**src/rtl/fir_out_decimator.sv**
```systemverilog
// Output stage after the 3-tap FIR: drops warm-up samples, decimates, rounds and
// saturates each kept sample to 8 bits and buffers it in a small FWFT FIFO.
module fir_out_decimator #(
  parameter int DEC_FACTOR = 2,
  parameter int WARMUP     = 2,
  parameter int SHIFT      = 8,
  parameter int FIFO_DEPTH = 4
) (
  input  logic                          Clk,
  input  logic                          Rst_n,
  input  logic [15:0]                   Yin,
  input  logic                          In_en,
  input  logic                          Flush,
  output logic [7:0]                    Dout,
  output logic                          Dout_valid,
  input  logic                          Dout_ready,
  output logic [$clog2(FIFO_DEPTH):0]   Fifo_count,
  output logic                          Overflow,
  input  logic                          Overflow_clr
);

  localparam int AW = $clog2(FIFO_DEPTH);
  localparam int CW = AW + 1;
  localparam int PW = (DEC_FACTOR > 1) ? $clog2(DEC_FACTOR) : 1;
  localparam logic [16:0] RND = 17'((2 ** SHIFT) / 2);

  logic [3:0]    warm_q, warm_d;
  logic [PW-1:0] phase_q, phase_d;
  logic [AW-1:0] wr_ptr_q, wr_ptr_d;
  logic [AW-1:0] rd_ptr_q, rd_ptr_d;
  logic [CW-1:0] count_q, count_d;
  logic          overflow_q, overflow_d;
  logic [7:0]    mem_q [FIFO_DEPTH];

  logic        keep, pop, push, drop, full;
  logic [16:0] sum, shifted;
  logic [7:0]  conv_val;

  // Round-half-up at 17 bits so 0xFFFF plus the rounding constant cannot wrap.
  always_comb begin
    sum      = {1'b0, Yin} + RND;
    shifted  = sum >> SHIFT;
    conv_val = (shifted > 17'd255) ? 8'hFF : shifted[7:0];
  end

  always_comb begin
    warm_d  = warm_q;
    phase_d = phase_q;
    keep    = 1'b0;
    if (Flush) begin
      warm_d  = 4'(WARMUP);
      phase_d = '0;
    end else if (In_en) begin
      if (warm_q != 4'd0) begin
        warm_d = warm_q - 4'd1;
      end else begin
        keep    = (phase_q == '0);
        phase_d = (phase_q == PW'(DEC_FACTOR - 1)) ? '0 : phase_q + PW'(1);
      end
    end
  end

  // A full FIFO still accepts a push when the head is leaving in the same cycle.
  always_comb begin
    full       = (count_q == CW'(FIFO_DEPTH));
    pop        = Dout_valid && Dout_ready;
    push       = keep && (!full || pop);
    drop       = keep && full && !pop;
    wr_ptr_d   = push ? wr_ptr_q + AW'(1) : wr_ptr_q;
    rd_ptr_d   = pop ? rd_ptr_q + AW'(1) : rd_ptr_q;
    count_d    = count_q + CW'(push) - CW'(pop);
    overflow_d = drop ? 1'b1 : (Overflow_clr ? 1'b0 : overflow_q);
  end

  always_ff @(posedge Clk) begin
    if (!Rst_n) begin
      warm_q     <= 4'(WARMUP);
      phase_q    <= '0;
      wr_ptr_q   <= '0;
      rd_ptr_q   <= '0;
      count_q    <= '0;
      overflow_q <= 1'b0;
    end else begin
      warm_q     <= warm_d;
      phase_q    <= phase_d;
      wr_ptr_q   <= wr_ptr_d;
      rd_ptr_q   <= rd_ptr_d;
      count_q    <= count_d;
      overflow_q <= overflow_d;
    end
  end

  // Sample storage is deliberately left out of reset.
  always_ff @(posedge Clk) begin
    if (Rst_n && push) begin
      mem_q[wr_ptr_q] <= conv_val;
    end
  end

  assign Dout_valid = (count_q != '0);
  assign Dout       = Dout_valid ? mem_q[rd_ptr_q] : 8'h00;
  assign Fifo_count = count_q;
  assign Overflow   = overflow_q;

endmodule

```
**config.mk**
```make
export PLATFORM = sky130hd
export DESIGN_NAME = fir_out_decimator
export DESIGN_NICKNAME = d
export VERILOG_FILES = /design/src/rtl/fir_out_decimator.sv
export SDC_FILE = /design/constraint.sdc
export NUM_CORES = 1
export LEC_CHECK = 0
export BUFFER_PORTS_ARGS = -buffer_cell sky130_fd_sc_hd__buf_2
export CAP_MARGIN = 25
export CORE_AREA = 3 3 75 77
export CTS_CLUSTER_DIAMETER = 80
export DETAILED_ROUTE_END_ITERATION = 16
export DIE_AREA = 0 0 78 80
export SLEW_MARGIN = 20
export SYNTH_ARGS = -nofsm -noshare
export SYNTH_HDL_FRONTEND = slang
export SYNTH_SLANG_ARGS = --single-unit
export TNS_END_PERCENT = 10
```
**constraint.sdc**
```tcl
create_clock -name Clk -period 4.9 [get_ports Clk]
set_input_delay 0.735 -clock Clk [delete_from_list [all_inputs] [get_ports Clk]]
set_output_delay 0.735 -clock Clk [all_outputs]
set_load 0.02 [all_outputs]
```
==> run_results.csv <==
group,metric,value,unit
clock_tree,post_cts_resized,0,
worst_setup_path,r2r_cells,10,
sta,finalSetupTns,0,ps
sta,setup_viol,0,
final_layout,diodes,0,
worst_setup_path,worst_setup_path_end_kind,"primary output",
power_and_ir_drop,p_sw_share,30.2,%
worst_setup_path,required,4160,ps
detailed_routing,first_iter_violations,72,
logic_synthesis,syn_nets,194,
worst_setup_path,crit_fanout,8,
power_and_ir_drop,p_switching,0.332,mW
sta,maxSlewViolCount,0,
worst_setup_path,worst_setup_path_start_kind,"flop",
logic_synthesis,synth_edf_count,32,
detailed_routing,routed_via_density,4.95,
sta,maxSlewHeadroom,63.0,%
detailed_routing,totalWireLength,3790,um
logic_synthesis,seq_area_frac_synth,57.3,%
outcome,status,"completed",
logic_synthesis,ys.flop_type,"edfxtp_1",
power_and_ir_drop,ir_worst_vdd,137,uV
power_and_ir_drop,clockPowerShare,25.9,%
logic_synthesis,syn_area_per_cell,13.5,um^2
placed_design,placed_cells,254,
logic_synthesis,synthTopCellsByCount,"edfxtp_1, dfxtp_1, and2_1, nand2_1, inv_1",
final_layout,finalNetCount,222,
logic_synthesis,synth_area_leaders,"edfxtp_1, dfxtp_1, mux4_2, ha_1, and2_1",
power_and_ir_drop,power_frac_seq,44.9,%
clock_tree,clk_latency,290,ps
worst_setup_path,path_buf_inv,1,
logic_synthesis,ys_warn_count,0,
final_layout,finalNonFillerCells,262,
clock_tree,cts.sinks,47,
clock_tree,clockRootBuffer,"clkbuf_8",
detailed_routing,wl_per_cell,14.5,um
sta,hold_viol,0,
clock_tree,clk_pin_slew_worst_paths,80,ps
sta,worst_pin_slew,555,ps
worst_setup_path,crit_type,"reg2out",
clock_tree,tritoncts,"done",
clock_tree,h-tree-depth,2,
logic_synthesis,ys_seq_elements,47,
floorplan,initial_core_util,43.3,%
placed_design,port_buffers,27,
worst_setup_path,rr_startpoint,"warm_q[0]",
grt,grt_pass1_vias,1282,
detailed_routing,first_pass_iters,4,
floorplan,core,5070,um^2
grt,grt_max_degree,17,
power_and_ir_drop,powerDensity,439,nW/um^2
grt,grt_pass1_wl,6200,um
floorplan,rows,26,
logic_synthesis,yosys.area.top_type,"edfxtp_1",
detailed_routing,vias,1298,
logic_synthesis,synth_top_area_share,43.7,%
worst_setup_path,critPathArrivalTime,1870,ps
sta,rsz0062_at_grt,"false",
logic_synthesis,synthArstFlopShare,0,%
grt,antenna_found_initial,0,
floorplan,die_w,78,um
power_and_ir_drop,power.internal,0.767,mW
clock_tree,cts_setup_buffers,0,
sta,whs,506,ps
power_and_ir_drop,combPwrFrac,29.3,%
floorplan,die-area,6240,um^2
worst_setup_path,cp_slowest_cell,"dfxtp_1",
sta,layout_min_cycle_time,2600,ps
logic_synthesis,synthCells,163,
grt,grt_usage,13.1,%
min_path,hp-class,"reg2reg",
run,cap_viol_max_count,0,
min_path,hold-path-cell-count,2,
worst_setup_path,ff2ff_setup_slack,2440,ps
sta,min_period_over_period,53.1,%
detailed_routing,ant_nets,0,
sta,fmax,0.384,GHz
floorplan,io_pins,35,
final_layout,area_growth,13.9,%
logic_synthesis,synth.distinct_cells,43,
final_layout,utilization,49.4,%
clock_tree,ctsHoldBuffers,0,
min_path,hold_end,"warm_q[2]",
clock_tree,clockBufferDepth,2,
logic_synthesis,synth.most_common_cell,"edfxtp_1",
placed_design,post-dp-hpwl,2850,um
logic_synthesis,syn-cell-area,2200,um^2
sta,finClkSkew,5.66,ps
worst_setup_path,slowest_delay,680,ps
worst_setup_path,path_cells,"mux4_2 > and2_1 > buf_2",
grt,grt_remaining_overflow,0,
min_path,hold_start,"warm_q[2]",
final_layout,drive_above_1_share,25.5,%
clock_tree,numCtsBuffers,5,
worst_setup_path,r2r-end,"Fifo_count[2]",
detailed_routing,drc_errors,0,
floorplan,die_height,80,um
worst_setup_path,path_delay_family,"flip-flops",
power_and_ir_drop,p_total,1.10,mW
placed_design,gp_congestion,0.768,
power_and_ir_drop,leakagePower,0.957,nW
-- layer usage --
layer | track usage [%] | wire length [um]
met5 | 0 | 0
met4 | 4.20 | 46
met3 | 3.05 | 112
met2 | 23.5 | 1920
met1 | 15.6 | 1710
-- worst reg2reg max path, delay by kind of cell (launching register included) --
family | cells | cell delay, ps
buffers and inverters | 1 | 80
xor gates and xnor gates | 2 | 290
DFF | 1 | 330
and+or+nand+nor | 3 | 650
AOI/OAI and AO/OA | 1 | 220
adders and majority gates | 3 | 800
-- metrics by stage --
step / setup slack [ps] / cell area (um^2)
floorplan: 2250 / 2200
global placement: 2180 / 2390
detailed placement: 2140 / 2390
CTS: 2240 / 2500
global route: 2170 / 2500
finish: 2300 / 2500
-- layout make-up --
| cell class | instances | area [um^2] |
|---|---|---|
| clock buffer | 6 | 82.6 |
| clock inverter | 2 | 35.0 |
| fill | 479 | 2570 |
| inverter | 9 | 33.8 |
| multi-input combinational | 101 | 870 |
| sequential | 47 | 1260 |
| tap | 70 | 87.6 |
| timing repair buffer | 27 | 135 |
-- power groups by stage --
stage / clock (mW) / combinational, mW / sequential, mW
2_1_floorplan: 0 / 0.248 / 0.492
5_1_grt: 0.311 / 0.353 / 0.502
3_5_place_dp: 0 / 0.331 / 0.504
4_1_cts: 0.292 / 0.330 / 0.496
3_3_place_gp: 0 / 0.320 / 0.503
6_report: 0.284 / 0.322 / 0.493
-- registers in the layout, summed over array words and instances, names as in the netlist, named ones only --
signal	cells
warm_q	4
Overflow	1
Fifo_count	3
phase_q	1
wr_ptr_q	2
rd_ptr_q	2
mem_q	32
-- kinds of logic (layout without fill, tap and decap cells) --
group                    count (synthesis)  in the layout  synth area share (%)
multiplexers                            12             12                  10.1
AND/OR/NAND/NOR                         55             55                  14.7
XOR/XNOR                                 8              8                  3.19
flip-flops                              47             47                  57.3
AO/OA/AOI/OAI                           17             17                  6.03
adder cells (fa/ha/maj)                  9              9                  5.46
buffers and inverters                   15             44                  3.13
-- worst max path at each step --
stage          cells past startpoint  slack (ps)            end  startpoint
2_1_floorplan                     10        2250  Fifo_count[2]       In_en
3_5_place_dp                       9        2140  Fifo_count[2]  Dout_ready
5_1_grt                            3        2170        Dout[4]        flop
3_3_place_gp                       9        2180  Fifo_count[2]  Dout_ready
4_1_cts                            3        2240        Dout[4]        flop
6_report                           3        2300        Dout[4]        flop
-- cells in the final DEF, fill, tap and decap left out, drive strengths merged, types with 2 or more instances in the layout --
cell / instances
and3: 4
a21o: 2
nand2b: 3
edfxtp: 32
and2: 14
clkbuf: 6
buf: 27
nand3: 6
or3: 2
ha: 8
nand2: 14
o31ai: 2
o21ai: 2
nor2: 3
mux2i: 2
a21oi: 3
dfxtp: 15
inv: 9
xor2: 3
mux2: 2
nor3: 3
mux4: 8
xnor2: 5
Note: power is estimated with default switching activity, not from simulation.
